## src/rtl/euclid_pkg.sv

```systemverilog
// Shared definitions for the Euclid GCD controller and the alu it sequences.
// The ALU command codes must match the alu's own decoding.
package euclid_pkg;

    localparam int DATA_W = 16;

    localparam logic [2:0] BIGGER  = 3'd0;
    localparam logic [2:0] SMALLER = 3'd1;
    localparam logic [2:0] MODULO  = 3'd2;
    localparam logic [2:0] IDLE    = 3'd3;

    typedef enum logic [2:0] {
        S_IDLE,
        S_MAX,
        S_MIN,
        S_MOD,
        S_DONE
    } state_t;

endpackage

```

## src/rtl/euclid_ctrl.sv

```systemverilog
// GCD controller: steps an external combinational alu through max/min and
// repeated modulo commands, one command per clock, to run Euclid's algorithm.
module euclid_ctrl
    import euclid_pkg::*;
#(
    parameter int MAX_ITER = 24
) (
    input  logic              clk,
    input  logic              rst,
    input  logic              start_i,
    input  logic [DATA_W-1:0] a_i,
    input  logic [DATA_W-1:0] b_i,
    output logic [2:0]        alu_mode_o,
    output logic [DATA_W-1:0] alu_op_a_o,
    output logic [DATA_W-1:0] alu_op_b_o,
    input  logic [DATA_W-1:0] alu_res_i,
    output logic              busy_o,
    output logic              done_o,
    output logic [DATA_W-1:0] gcd_o,
    output logic              err_o
);

    localparam int IW = (MAX_ITER < 1) ? 1 : $clog2(MAX_ITER + 1);

    state_t            state;
    logic [DATA_W-1:0] ra;
    logic [DATA_W-1:0] rb;
    logic [DATA_W-1:0] x;
    logic [DATA_W-1:0] y;
    logic [IW-1:0]     iter;
    logic              mod_step;

    // A modulo step happens only while the divisor is nonzero and the budget remains.
    assign mod_step = (y != '0) && (iter != IW'(MAX_ITER));

    always_comb begin
        alu_mode_o = IDLE;
        alu_op_a_o = '0;
        alu_op_b_o = '0;
        case (state)
            S_MAX: begin
                alu_mode_o = BIGGER;
                alu_op_a_o = ra;
                alu_op_b_o = rb;
            end
            S_MIN: begin
                alu_mode_o = SMALLER;
                alu_op_a_o = ra;
                alu_op_b_o = rb;
            end
            S_MOD: begin
                if (mod_step) begin
                    alu_mode_o = MODULO;
                    alu_op_a_o = x;
                    alu_op_b_o = y;
                end
            end
            default: begin
                alu_mode_o = IDLE;
            end
        endcase
    end

    always_ff @(posedge clk or posedge rst) begin
        if (rst) begin
            state  <= S_IDLE;
            ra     <= '0;
            rb     <= '0;
            x      <= '0;
            y      <= '0;
            iter   <= '0;
            gcd_o  <= '0;
            err_o  <= 1'b0;
            busy_o <= 1'b0;
            done_o <= 1'b0;
        end else begin
            done_o <= 1'b0;
            case (state)
                S_IDLE: begin
                    if (start_i) begin
                        ra     <= a_i;
                        rb     <= b_i;
                        iter   <= '0;
                        gcd_o  <= '0;
                        err_o  <= 1'b0;
                        busy_o <= 1'b1;
                        state  <= S_MAX;
                    end
                end
                S_MAX: begin
                    x     <= alu_res_i;
                    state <= S_MIN;
                end
                S_MIN: begin
                    y     <= alu_res_i;
                    state <= S_MOD;
                end
                S_MOD: begin
                    if (y == '0) begin
                        gcd_o  <= x;
                        done_o <= 1'b1;
                        state  <= S_DONE;
                    end else if (iter == IW'(MAX_ITER)) begin
                        err_o  <= 1'b1;
                        gcd_o  <= '0;
                        done_o <= 1'b1;
                        state  <= S_DONE;
                    end else begin
                        x    <= y;
                        y    <= alu_res_i;
                        iter <= iter + 1'b1;
                    end
                end
                S_DONE: begin
                    busy_o <= 1'b0;
                    state  <= S_IDLE;
                end
                default: begin
                    busy_o <= 1'b0;
                    state  <= S_IDLE;
                end
            endcase
        end
    end

endmodule

```

## config.mk

```make
export PLATFORM = sky130hd
export DESIGN_NAME = euclid_ctrl
export DESIGN_NICKNAME = d
export VERILOG_FILES = /design/src/rtl/euclid_pkg.sv /design/src/rtl/euclid_ctrl.sv
export SDC_FILE = /design/constraint.sdc
export NUM_CORES = 1
export LEC_CHECK = 0
export ABC_AREA = 1
export BUFFER_PORTS_ARGS = -buffer_cell sky130_fd_sc_hd__buf_2
export CORE_UTILIZATION = 38
export DETAILED_ROUTE_END_ITERATION = 8
export SYNTH_ARGS = -nofsm -noshare
export SYNTH_HDL_FRONTEND = slang
export SYNTH_SLANG_ARGS = --single-unit
```

## constraint.sdc

```tcl
create_clock -name clk -period 7.7 [get_ports clk]
set_clock_uncertainty 0.2 [all_clocks]
set_input_delay 1.155 -clock clk [delete_from_list [all_inputs] [get_ports clk]]
set_output_delay 1.155 -clock clk [all_outputs]
set_load 0.02 [all_outputs]
```

* Word-level counts from Yosys, hierarchy flattened
Cells that the tools add are included.
Storage, ports and cells: flip-flop bits (word level) 91, input port bits 51, logic and storage cells 72
Cells by class: add/sub/neg operators 1, equality and inequality tests 10, mux-type cells 33, bitwise gates (word level) 1, reductions and logical operators 17
Operator list (number):
- $pmux 16 s2 | 5
- $mux 16 | 9
- $logic_not 16->1 | 1
- $reduce_bool 16->1 | 1
- $mux 5 | 3
- $pmux 3 s4 | 1
- $pmux 5 s2 | 1
- $mux 3 | 3
- $reduce_and 3->1 | 3
- $mux 1 | 8
- $ne 2x2->1 const B | 4
- $reduce_and 4->1 | 2
- $eq 3x2->1 const B | 2
- $pmux 2 s3 | 1
- $reduce_and 2->1 | 3
- $reduce_bool 2->1 | 3
- $add 5x1->5 const B | 1
- $eq 5x5->1 const B | 1
- $ne 5x5->1 const B | 1
- $pmux 1 s2 | 2
- $eq 3x1->1 const B | 1
- $logic_not 3->1 | 1
- $ne 3x3->1 const B | 1
- $reduce_or 3->1 | 1
- 3 further kinds | 3

* Logic depth before layout (Yosys ltp)
Gate-level depths: netlist of the first run.
depth after elaboration 4, gate-level depth with buffers 11, depth with buffers taken out 10

* Worst setup path before layout of the first run
No wires, ideal clock.
path type flip-flop to output port, start register state[2], end output alu_op_a_o[10], data arrival time 1567 ps, required time 6345 ps, setup slack 4778 ps, stages on the path, launching flop included 6, path buffers 0, path through dfrtp_1 > inv_2 > nand2_2 > o21ai_2 > inv_1 > o21ai_0
On the way: word-level cells in the longest chain between the ends 3, elaborated cells on any way between the ends 5, classes of those cells eq/ne: 3; mux: 1; reduce/logical: 1
RTL lines:
- start: declaration | RTL line euclid_ctrl.sv:25 | state_t state;
- start signal: assignment | RTL line euclid_ctrl.sv:66 | state <= S_IDLE;
- start signal: assignment | RTL line euclid_ctrl.sv:87 | state <= S_MAX;
- start signal: assignment | RTL line euclid_ctrl.sv:92 | state <= S_MIN;
- $eq 3x2->1 or $eq 3x1->1 (tied branches) | RTL line euclid_ctrl.sv:40 | case (state)
- $reduce_or 2->1 (no source line)
- $pmux 16 s2 (*) | RTL line euclid_ctrl.sv:40
- end: declaration | RTL line euclid_ctrl.sv:14 | output logic [DATA_W-1:0] alu_op_a_o,
Every way passes the cells marked *; elsewhere a longest branch is shown, timed or not.

* Worst setup path after layout of the first run
start register y[6], end output alu_op_b_o[4]
On the way: word-level cells in the longest chain between the ends 4
RTL lines:
- start: declaration | RTL line euclid_ctrl.sv:29 | logic [DATA_W-1:0] y;
- start signal: assignment | RTL line euclid_ctrl.sv:95 | y <= alu_res_i;
- start signal: assignment | RTL line euclid_ctrl.sv:110 | y <= alu_res_i;
- $reduce_bool 16->1 | RTL line euclid_ctrl.sv:34 | assign mod_step = (y != '0) && (iter != IW'(MAX_ITER));
- $logic_and 1x1->1 | RTL line euclid_ctrl.sv:34
- $mux 16 | RTL line euclid_ctrl.sv:52 | if (mod_step) begin
- $pmux 16 s2 | RTL line euclid_ctrl.sv:40
- end: declaration | RTL line euclid_ctrl.sv:15 | output logic [DATA_W-1:0] alu_op_b_o,
Every way passes these cells.

==> results by group, run 1 <==
Run status
  • Status: finished clean

Drt
  • DRC: 0
  • Pre-antenna DRT Iters: 7
  • Routed Wire Length: 11.9 mm
  • DR vias: 3913
  • 1st-iter DRT viols: 222
  • Wirelength per Cell: 14.9 µm
  • Vias per inst: 4.89
  • Post-route ant nets: 0

Setup path
  • Worst-path maximum fanout: 25
  • Critical path endpoint category: output port
  • Reg2Reg Depth: 8
  • CP Launch Type: flop
  • Critical R2R Launch: y[6]
  • Crit path from: y[6]
  • Worst r2r dst: iter[2]
  • WS Path Type: flop to output port
  • Data arrival, critical path: 2580 ps
  • R2R setup slack: 5180 ps
  • CP required: 6340 ps
  • Crit path to: alu_op_b_o[4]

Clocking
  • Worst-path clk slew: 60 ps
  • CTS tree: built
  • Clock Tree Buf Depth: 2
  • Post-CTS setup buffers: 0
  • Max H-tree Level: 3
  • Total CTS buffers: 9
  • Hold buffers post-CTS: 0
  • Sink Count: 91
  • CTS root buffer: clkbuf_16
  • CTS resizes: 0
  • Clock Latency Late Sink: 340 ps

Power
  • Sw frac: 0.467
  • P_sw: 1.12 mW
  • Cell Int Power: 1.28 mW
  • Clk pwr share: 0.169
  • Worst VDD drop: 0.000242 V
  • Comb power frac: 0.480
  • Lkg Pwr: 2.95 nW
  • Seq pwr share: 0.352
  • Pwr Density: 457 mW/mm²

Layout
  • Commonest non-fill, non-tap cell in the layout: nand2_1
  • ANT cells: 0
  • Layout cell share with drive strength beyond 1: 0.211
  • Final Util: 0.461
  • # fillers: 1151
  • Area growth, synth to finish: 18.6%
  • Design Area, Final: 0.00527 mm²
  • Seq. cell area: 0.00228 mm²
  • Final non-filler cell total: 801
  • Fin nets: 706
  • Most frequent cells in the layout: nand2_1 (256), buf_2 (103), dfrtp_1 (91)
  • Area of the multi-input gates: 0.00187 mm²

Global route
  • Initial antenna violation count: 0
  • First-pass GRT wire length: 18.7 mm
  • Grt total ovfl: 0
  • Number of global-route vias before repair: 3653
  • Gr usage total: 0.209
  • Largest net degree at the start of global routing: 69

Timing
  • # setup viols final: 0
  • Rel. slew slack: 0.427
  • Final Cycle Share: 0.511
  • Worst Tran Pin Value: 859 ps
  • Fmax: 0.254 GHz
  • Worst setup margin: 3760 ps
  • Hold Fails Final Rpt: 0
  • Final max-slew violation count: 0
  • Post-route setup TNS: 0 ps
  • Unrepaired setup endpoints after global routing: false
  • Minimum clock period after layout: 3940 ps

Floorplanning
  • Die ar.: 0.0121 mm²
  • Chip Width: 110 µm
  • I/O pin total: 105
  • Die Y: 110 µm
  • Row count: 39
  • Starting Density: 0.389
  • Core ar.: 0.0114 mm²

Synthesis
  • Mapped Area: 0.00444 mm²
  • Synth cell types: 29
  • Synth Register Bits: 91
  • Synth Area per Inst: 7.83 µm²
  • Yosys warns: 0
  • Net Count, Synth: 620
  • Sequential area share after synthesis: 0.513
  • Gate Count Post-Synth: 567

Min path
  • Hold Path Depth: 2
  • Hold wc startpoint: rb[6]
  • Worst hold path type: flop to flop

Placement
  • IO buf count: 103
  • Pre-CTS WS: 4160 ps
  • Gpl congestion: 0.817
  • Post-DP HPWL: 8.34 mm
  • Cell total after placement: 785
  • Area of placed instances: 0.00500 mm²

Flow run
  • Max cap viols: 0
## power groups by stage
stage | sequential [mW] | clock (mW) | combinational, mW
after CTS | 0.844 | 0.416 | 1.17
final | 0.846 | 0.406 | 1.15
after floorplan | 0.850 | 0 | 0.798
after global placement | 0.843 | 0 | 1.15
after global routing | 0.871 | 0.435 | 1.30
after detailed placement | 0.849 | 0 | 1.17
## critical path, stage by stage, from the launching register on
cell     delay, ps
dfrtp_1        390
nor2_1         110
nand2_1         70
nor2_1         270
nand2_1        490
nand2_2        590
o21ai_0        140
buf_2          180
## kinds of logic (layout without fill, tap and decap cells)
kind of cell	after synthesis	after routing	synth area share
AND/OR/NAND/NOR	358	358	0.355
flip-flops	91	91	0.513
buffers and inverters	65	156	0.0673
AO/OA/AOI/OAI	48	48	0.0549
adder cells (fa/ha/maj)	2	2	0.00563
XOR/XNOR	2	2	0.00394
other	1	1	0.000844
## registers in the layout (all words and copies together), names as in the netlist
register and cells:
x 16, err_o 1, iter 5, done_o 1, busy_o 1, rb 16
gcd_o 16, ra 16, y 16, state 3
## synth_stat cells
cell / count / share of area
nand4_1: 16 / 0.023
or2_0: 1 / 0.0014
nand3_1: 58 / 0.065
a21oi_1: 1 / 0.0011
inv_4: 2 / 0.0028
o21ai_2: 1 / 0.0020
buf_4: 4 / 0.0068
buf_2: 16 / 0.018
nand3_4: 2 / 0.0079
conb_1: 1 / 0.00084
buf_6: 2 / 0.0051
dfrtp_1: 91 / 0.51
nor2_4: 2 / 0.0051
nand2_8: 1 / 0.0045
buf_1: 2 / 0.0017
ha_1: 2 / 0.0056
nor3_1: 1 / 0.0011
o21ai_0: 33 / 0.037
inv_2: 2 / 0.0017
xor2_1: 2 / 0.0039
nand2_1: 256 / 0.22
nand2_4: 2 / 0.0051
clkbuf_1: 8 / 0.0068
nand2_2: 2 / 0.0028
inv_1: 29 / 0.025
o21ai_1: 13 / 0.015
nor3b_1: 1 / 0.0017
nor2_1: 14 / 0.012
nor2_8: 2 / 0.0090
## per-layer routing
layer	global-route usage	routed length (µm)	vias to the layer above
met5	0	0	-
met1	0.276	5510	1810
met2	0.337	5520	116
li1	-	-	1969
met4	0.0921	325	0
met3	0.0388	562	18
## worst min path at each step
stage / end
after floorplan: ra[0]
after global placement: rb[8]
after detailed placement: rb[6]
after CTS: rb[2]
after global routing: rb[8]
final: rb[6]
## per-stage QoR
stage | power, mW | hold slack, ps
floorplan | 1.65 | 249
global placement | 2.00 | 263
detailed placement | 2.01 | 266
CTS | 2.43 | 283
global route | 2.60 | 302
finish | 2.41 | 278
## area by class of cell
class | instances | area share
Clock buffer | 11 | 0.0461
Clock inverter | 5 | 0.00546
Inverter | 33 | 0.0247
Multi-Input combinational cell | 411 | 0.354
Sequential cell | 91 | 0.432
Tap cell | 143 | 0.0340
Timing Repair Buffer | 107 | 0.104
Note: power is estimated with default switching activity, not from simulation.
==> run 2: changes to the inputs <==
--- a/config.mk
+++ b/config.mk
@@ -5,7 +5,7 @@
 export SDC_FILE = /design/constraint.sdc
 export NUM_CORES = 1
 export LEC_CHECK = 0
-export ABC_AREA = 1
+export ABC_AREA = 0
 export BUFFER_PORTS_ARGS = -buffer_cell sky130_fd_sc_hd__buf_2
 export CORE_UTILIZATION = 38
 export DETAILED_ROUTE_END_ITERATION = 8
==> constraint.sdc (replaced) <==
create_clock -name clk -period 3.4 [get_ports clk]
set_clock_uncertainty 0.2 [all_clocks]
set_input_delay 0.51 -clock clk [delete_from_list [all_inputs] [get_ports clk]]
set_output_delay 0.51 -clock clk [all_outputs]
set_load 0.02 [all_outputs]
==> run 2 against run 1 <==
Compared with the run above: sequential share of layout area is 2.4 points higher; non-clock buffer count is 6 higher; worst hold slack worse by 180 ps; clock-buffer cell count is 4 higher; largest power group unchanged; critical path depth is 1 lower; worst setup slack worse by 3600 ps; sequential cell count stayed put; synthesized area is 7.3% lower.
==> results by group, run 2 <==
Timing
  • Final Cycle Share: 0.956
  • Post-route setup TNS: 0 ps (unchanged)
  • Fmax: 0.308 GHz
  • Rel. slew slack: 0.421 (-0.00619)
  • Minimum clock period after layout: 3250 ps
  • WHS: 96.9 ps (-181 ps)
  • Final max-slew violation count: 0 (unchanged)
  • Hold Fails Final Rpt: 0 (unchanged)
  • Worst setup margin: 149 ps (-3610 ps)
  • # setup viols final: 0 (unchanged)
  • Unrepaired setup endpoints after global routing: false
  • Worst Tran Pin Value: 867 ps (+8.28 ps)

Floorplanning
  • Die Y: 106 µm (-3.7%)
  • Row count: 37 (-5.1%)
  • Starting Density: 0.395 (+0.00620)
  • Chip Width: 106 µm (-3.7%)
  • I/O pin total: 105 (unchanged)
  • Die ar.: 0.0113 mm² (-7.2%)
  • Core ar.: 0.0104 mm² (-8.8%)

Placement
  • Post-DP HPWL: 7.56 mm (-9.4%)
  • IO buf count: 103 (unchanged)
  • Gpl congestion: 0.812 (-0.60%)
  • Pre-CTS WS: 472 ps (-3680 ps)

Synthesis
  • Largest family of logic cells by synthesized area: compound AO/OA/AOI/OAI gates
  • Simple-gate share of the synthesized area: 0.155 (-0.200)
  • Synth top area cells: dfrtp_1 (55%), a22o_1 (10%), nand2_1 (9.1%), mux2_2 (4.7%), o221a_2 (4.1%)
  • Synth Register Bits: 91 (unchanged)
  • Post-synth EDFFs: 0 (unchanged)
  • Synth Area per Inst: 10.7 µm² (+37%)
  • Adder-cell share of the synthesized area: 0.00608 (+0.000445)
  • Synth cell types: 39 (+34%)
  • Mux share of post-synthesis cell area: 0.0562 (+0.0562)
  • Mapped Area: 0.00412 mm² (-7.3%)
  • Synth Area in Compound Gates: 0.188 (+0.134)
  • Count leader, synth: nand2_1
  • Gate Count Post-Synth: 384 (-32%)
  • Post-synth ARST share: 1.00 (unchanged)
  • Area leader, netlist: dfrtp_1
  • Post-synth top flop: dfrtp_1
  • Top cell type's share of synthesized area: 0.553 (+0.0405)
  • Net Count, Synth: 437 (-30%)
  • Synth Area in XOR/XNOR: 0.00426 (+0.000312)
  • Commonest cells post-synth: nand2_1 (100), dfrtp_1 (91), a22o_1 (48)
  • Yosys warns: 0 (unchanged)
  • Sequential area share after synthesis: 0.553 (+0.0405)

Clocking
  • Clock Tree Buf Depth: 2 (unchanged)
  • CTS tree: built
  • CTS root buffer: clkbuf_8
  • Post-CTS setup buffers: 0 (unchanged)
  • Max H-tree Level: 3 (unchanged)
  • Total CTS buffers: 9 (unchanged)
  • Hold buffers post-CTS: 0 (unchanged)
  • Clock Latency Late Sink: 360 ps (+20 ps)
  • CTS resizes: 0 (unchanged)
  • Worst-path clk slew: 80 ps (+20 ps)
  • Sink Count: 91 (unchanged)

Flow run
  • Max cap viols: 0 (unchanged)

Setup path
  • Slowest CP cell: or4_4
  • Reg2Reg Depth: 6 (-2)
  • Crit path from: y[3]
  • Cells along the critical path: or4_4 -> o41ai_4 -> nor2_4 -> buf_6 -> a22o_1 -> buf_2
  • CP required: 2690 ps (-3650 ps)
  • Worst r2r dst: y[7]
  • WS Path Type: flop to output port
  • Critical R2R Launch: y[3]
  • Worst-path maximum fanout: 22 (-12%)
  • CP Launch Type: flop
  • Critical path endpoint category: output port
  • Max stage delay on crit path: 580 ps (about the same)
  • Data arrival, critical path: 2540 ps (-40 ps)
  • Crit path to: alu_op_b_o[10]
  • R2R setup slack: 730 ps (-4450 ps)

Layout
  • ANT cells: 0 (unchanged)
  • Layout cell share with drive strength beyond 1: 0.356 (+0.145)
  • Most frequent cells in the layout: buf_2 (103), nand2_1 (100), dfrtp_1 (91)
  • Commonest non-fill, non-tap cell in the layout: buf_2
  • Area growth, synth to finish: 21.3%
  • # fillers: 1004 (-13%)
  • Fin nets: 534 (-24%)

Power
  • Seq pwr share: 0.363 (+0.011)
  • Lkg Pwr: 2.54 nW (-14%)
  • Sw frac: 0.431 (-0.0358)
  • Cell Int Power: 2.99 mW (+130%)
  • Comb power frac: 0.493 (+0.013)
  • Final Total Pwr: 5.26 mW (+120%)
  • Worst VDD drop: 0.000455 V (+88%)
  • P_sw: 2.27 mW (+100%)
  • Pwr Density: 1050 mW/mm² (+130%)
  • Clk pwr share: 0.144 (-0.025)

Drt
  • 1st-iter DRT viols: 156 (-30%)
  • DR vias: 3289 (-16%)
  • Wirelength per Cell: 17.3 µm (+16%)
  • Vias per inst: 5.29 (+8.2%)
  • DRC: 0 (unchanged)
  • Pre-antenna DRT Iters: 4 (-3)
  • Routed Wire Length: 10.8 mm (-9.6%)
  • Post-route ant nets: 0 (unchanged)

Global route
  • First-pass GRT wire length: 17.7 mm (-5.1%)
  • Gr usage total: 0.206 (-0.00281)
  • Largest net degree at the start of global routing: 50 (-28%)
  • Grt total ovfl: 0 (unchanged)
  • Initial antenna violation count: 0 (unchanged)
  • Number of global-route vias before repair: 3303 (-9.6%)

Run status
  • Status: finished clean

Min path
  • Worst hold path type: input pin to async pin
run 2: changes by cell type after synthesis, sizes merged, moves of 17 or more:
cell / before / now
a22o: 0 / 48
inv: 33 / 4
mux2: 0 / 17
nand2: 261 / 100
nand3: 60 / 4
o21ai: 47 / 16
run 2: per-layer routing:
metal | track usage | routed length, µm | up-vias
met2 | 0.298 | 4860 | 94
met4 | 0.0952 | 229 | 0
met5 | 0 | 0 | -
met1 | 0.300 | 5090 | 1626
li1 | - | - | 1552
met3 | 0.0368 | 584 | 17
run 2: per-stage QoR:
step	instance area, µm²	std cells	util
2_1_floorplan	4120	384	-
3_3_place_gp	4780	606	0.458
3_5_place_dp	4780	606	0.458
4_1_cts	4980	622	0.478
5_1_grt	4990	622	0.480
6_report	4990	622	0.480
run 2: worst min path at each step:
stage | end | slack [ps] | cells after the start
detailed placement | ra[12] | 260 | 2
floorplan | ra[0] | 250 | 2
global placement | ra[14] | 260 | 2
CTS | x[5] | 120 | 2
global route | ra[13] | 120 | 3
finish | x[5] | 100 | 2
run 2: worst max-delay path: cells and delay by family, from the launching register on:
family	cells	cell delay, ps
AO/OA/AOI/OAI	2	690
buffers and inverters	2	360
flip-flops	1	410
AND/OR/NAND/NOR	2	710
run 2: cell type report:
cell class	count	area, µm²	area share
flip-flops and latches	91	2280	0.456
multi-input cells	262	1720	0.344
repair buffers	113	607	0.121
clock buffers	15	176	0.0353
well taps	136	170	0.0341
clock inverters	1	30.0	0.00601
inverters	4	16.3	0.00326
run 2: power groups by stage:
stage	clock, mW	combinational (mW)	sequential [mW]
detailed placement	0	2.58	1.93
global route	0.829	2.83	1.96
floorplan	0	1.93	1.74
CTS	0.776	2.60	1.90
global placement	0	2.53	1.93
finish	0.755	2.59	1.91
run 2: cell families (layout without fill, tap and decap cells):
group                      after synthesis  count (layout)
DFF                                     91              91
AOI/OAI and AO/OA                       91              91
other                                    1               1
muxes                                   21              21
and+or+nand+nor                        145             145
adders and majority gates                2               2
buffers and inverters                   31             133
xor gates and xnor gates                 2               2
==> run 3: changes to the inputs <==
--- a/config.mk
+++ b/config.mk
@@ -7,8 +7,10 @@
 export LEC_CHECK = 0
 export ABC_AREA = 0
 export BUFFER_PORTS_ARGS = -buffer_cell sky130_fd_sc_hd__buf_2
+export CORE_ASPECT_RATIO = 0.7
 export CORE_UTILIZATION = 38
 export DETAILED_ROUTE_END_ITERATION = 8
+export GPL_TIMING_DRIVEN = 0
 export SYNTH_ARGS = -nofsm -noshare
 export SYNTH_HDL_FRONTEND = slang
 export SYNTH_SLANG_ARGS = --single-unit
==> run 3 against run 2 <==
Compared with the run above: combinational power grew 8.5%; register-to-register slack got worse by 90 ps; die area about the same; sequential power shrank 3%; critical endpoint is now alu_op_a_o[7].
==> results by group, run 3 (same netlist as run 2, synthesis figures left out) <==
Clocking
  • CTS tree: built
  • Worst-path clk slew: 60 ps (-20 ps)
  • Clock Latency Late Sink: 340 ps (-20 ps)
  • Clock Tree Buf Depth: 2 (unchanged)
  • Total CTS buffers: 9 (unchanged)
  • Max H-tree Level: 3 (unchanged)
  • CTS root buffer: clkbuf_16
  • Sink Count: 91 (unchanged)

Setup path
  • WS Path Type: flop to output port
  • Worst-path maximum fanout: 10 (-55%)
  • CP required: 2690 ps (about the same)
  • Reg2Reg Depth: 9 (+3)
  • Cells along the critical path: or4_4 -> o41ai_4 -> buf_6 -> nor2_2 -> buf_6 -> a22o_1 -> buf_2
  • Crit-path most repeated cell: buf_6
  • Worst r2r dst: y[6]
  • Slowest CP cell: or4_4
  • CP top delay family: simple AND/OR/NAND/NOR gates
  • R2R setup slack: 640 ps (-90 ps)
  • Data arrival, critical path: 2640 ps (+100 ps)
  • Buf/Inv on CP: 3 (+1)
  • Max stage delay on crit path: 590 ps (about the same)
  • CP Launch Type: flop
  • Critical path endpoint category: output port
  • Critical R2R Launch: iter[0]

Timing
  • Final max-slew violation count: 0 (unchanged)
  • WHS: 154 ps (+57.3 ps)
  • Worst Tran Pin Value: 809 ps (-58.1 ps)
  • Post-route setup TNS: 0 ps (unchanged)
  • # setup viols final: 0 (unchanged)
  • Final Cycle Share: 0.986 (+0.0299)
  • Hold Fails Final Rpt: 0 (unchanged)
  • Fmax: 0.298 GHz (-3.0%)
  • Rel. slew slack: 0.461 (+0.0394)
  • Minimum clock period after layout: 3350 ps (+102 ps)

Floorplanning
  • Row count: 31 (-16%)
  • Die Y: 89.1 µm (-16%)
  • Chip Width: 126 µm (+19%)
  • Die ar.: 0.0113 mm² (about the same)
  • Core ar.: 0.0104 mm² (+0.17%)
  • Starting Density: 0.395 (-0.000663)
  • I/O pin total: 105 (unchanged)

Layout
  • # fillers: 987 (-1.7%)
  • Area of the multi-input gates: 0.00170 mm² (-1.2%)
  • Most frequent cells in the layout: buf_2 (105), nand2_1 (100), dfrtp_1 (91)
  • ANT cells: 0 (unchanged)
  • Seq. cell area: 0.00228 mm² (unchanged)
  • Area growth, synth to finish: 26.7%
  • Fin nets: 557 (+4.3%)
  • Layout cell share with drive strength beyond 1: 0.356 (about the same)
  • Commonest non-fill, non-tap cell in the layout: buf_2

Power
  • Lkg Pwr: 2.66 nW (+4.4%)
  • Pwr Density: 1100 mW/mm² (+4.4%)
  • Worst VDD drop: 0.000513 V (+13%)

Placement
  • IO buf count: 103 (unchanged)
  • Post-DP HPWL: 8.58 mm (+13%)
  • Gpl congestion: 0.800 (-1.5%)

Drt
  • Pre-antenna DRT Iters: 5 (+1)
  • Post-route ant nets: 0 (unchanged)
  • Wirelength per Cell: 19.0 µm (+9.9%)
  • Routed Wire Length: 12.2 mm (+13%)
  • DRC: 0 (unchanged)
  • DR vias: 3379 (+2.7%)
  • Vias per inst: 5.28 (-0.15%)
  • 1st-iter DRT viols: 268 (+72%)

Min path
  • Hold EP: rb[13]
  • Worst hold path type: input pin to flop
  • Hold Path Depth: 3
  • Hold wc startpoint: b_i[13]

Global route
  • Largest net degree at the start of global routing: 66 (+32%)
  • Gr usage total: 0.233 (+0.0263)
  • Number of global-route vias before repair: 3253 (-1.5%)
  • Initial antenna violation count: 0 (unchanged)
  • Grt total ovfl: 0 (unchanged)
  • First-pass GRT wire length: 18.9 mm (+6.3%)

Flow run
  • Max cap viols: 0 (unchanged)

Run status
  • Status: finished clean
==> run 3: final cells by class <==
type,count,area share
clock inverters,5,0.0149
repair buffers,109,0.112
multi-input cells,262,0.325
well taps,132,0.0317
clock buffers,10,0.0458
inverters,4,0.00336
flip-flops and latches,91,0.437
plain buffers,27,0.0305
==> run 3: metal layers <==
metal	part of all wire	GRT usage	vias up
met2	0.41	0.321	141
met3	0.087	0.0485	10
met4	0.0095	0.0690	0
li1	-	-	1607
met5	0	0	-
met1	0.49	0.362	1621
==> run 3: through the flow <==
| stage | instances | worst slack, ps | total power [mW] | utilization | instance area [µm²] |
|---|---|---|---|---|---|
| floorplan | 384 | 326 | 3.67 | - | 4120 |
| global placement | 619 | -824 | 4.57 | 0.460 | 4800 |
| detailed placement | 620 | 183 | 4.63 | 0.463 | 4830 |
| CTS | 637 | 9.80 | 5.75 | 0.497 | 5190 |
| global route | 640 | -12.5 | 6.08 | 0.500 | 5220 |
| finish | 640 | 47.2 | 5.73 | 0.500 | 5220 |
==> run 3: what timing repair did <==
action,4_1_cts,5_1_grt
hold buffers,1,0
setup buffers,1,3
endpoints found under the setup margin,30,30
hold endpoints to repair,26,0
gates resized for setup,9,4
pin swaps,1,1
==> run 3: worst min-delay path, delay by kind of cell <==
family	cells	cell delay, ps
AND/OR/NAND/NOR	2	80
buffers and inverters	1	70
==> run 3: how the worst max path moves through the flow <==
stage	from	slack, ps	depth (start not counted)	to
5_1_grt	iter[0]	-10	9	alu_op_a_o[7]
3_5_place_dp	y[8]	180	7	alu_op_a_o[7]
4_1_cts	y[8]	10	7	alu_op_b_o[11]
6_report	y[3]	50	7	alu_op_a_o[7]
2_1_floorplan	rst	330	1	busy_o
3_3_place_gp	rst	-820	2	ra[4]
==> run 3: report_power, final <==
group,internal [mW],total (mW),switching (mW)
combinational,1.13,2.81,1.69
sequential,1.50,1.85,0.357
clock,0.657,1.06,0.408
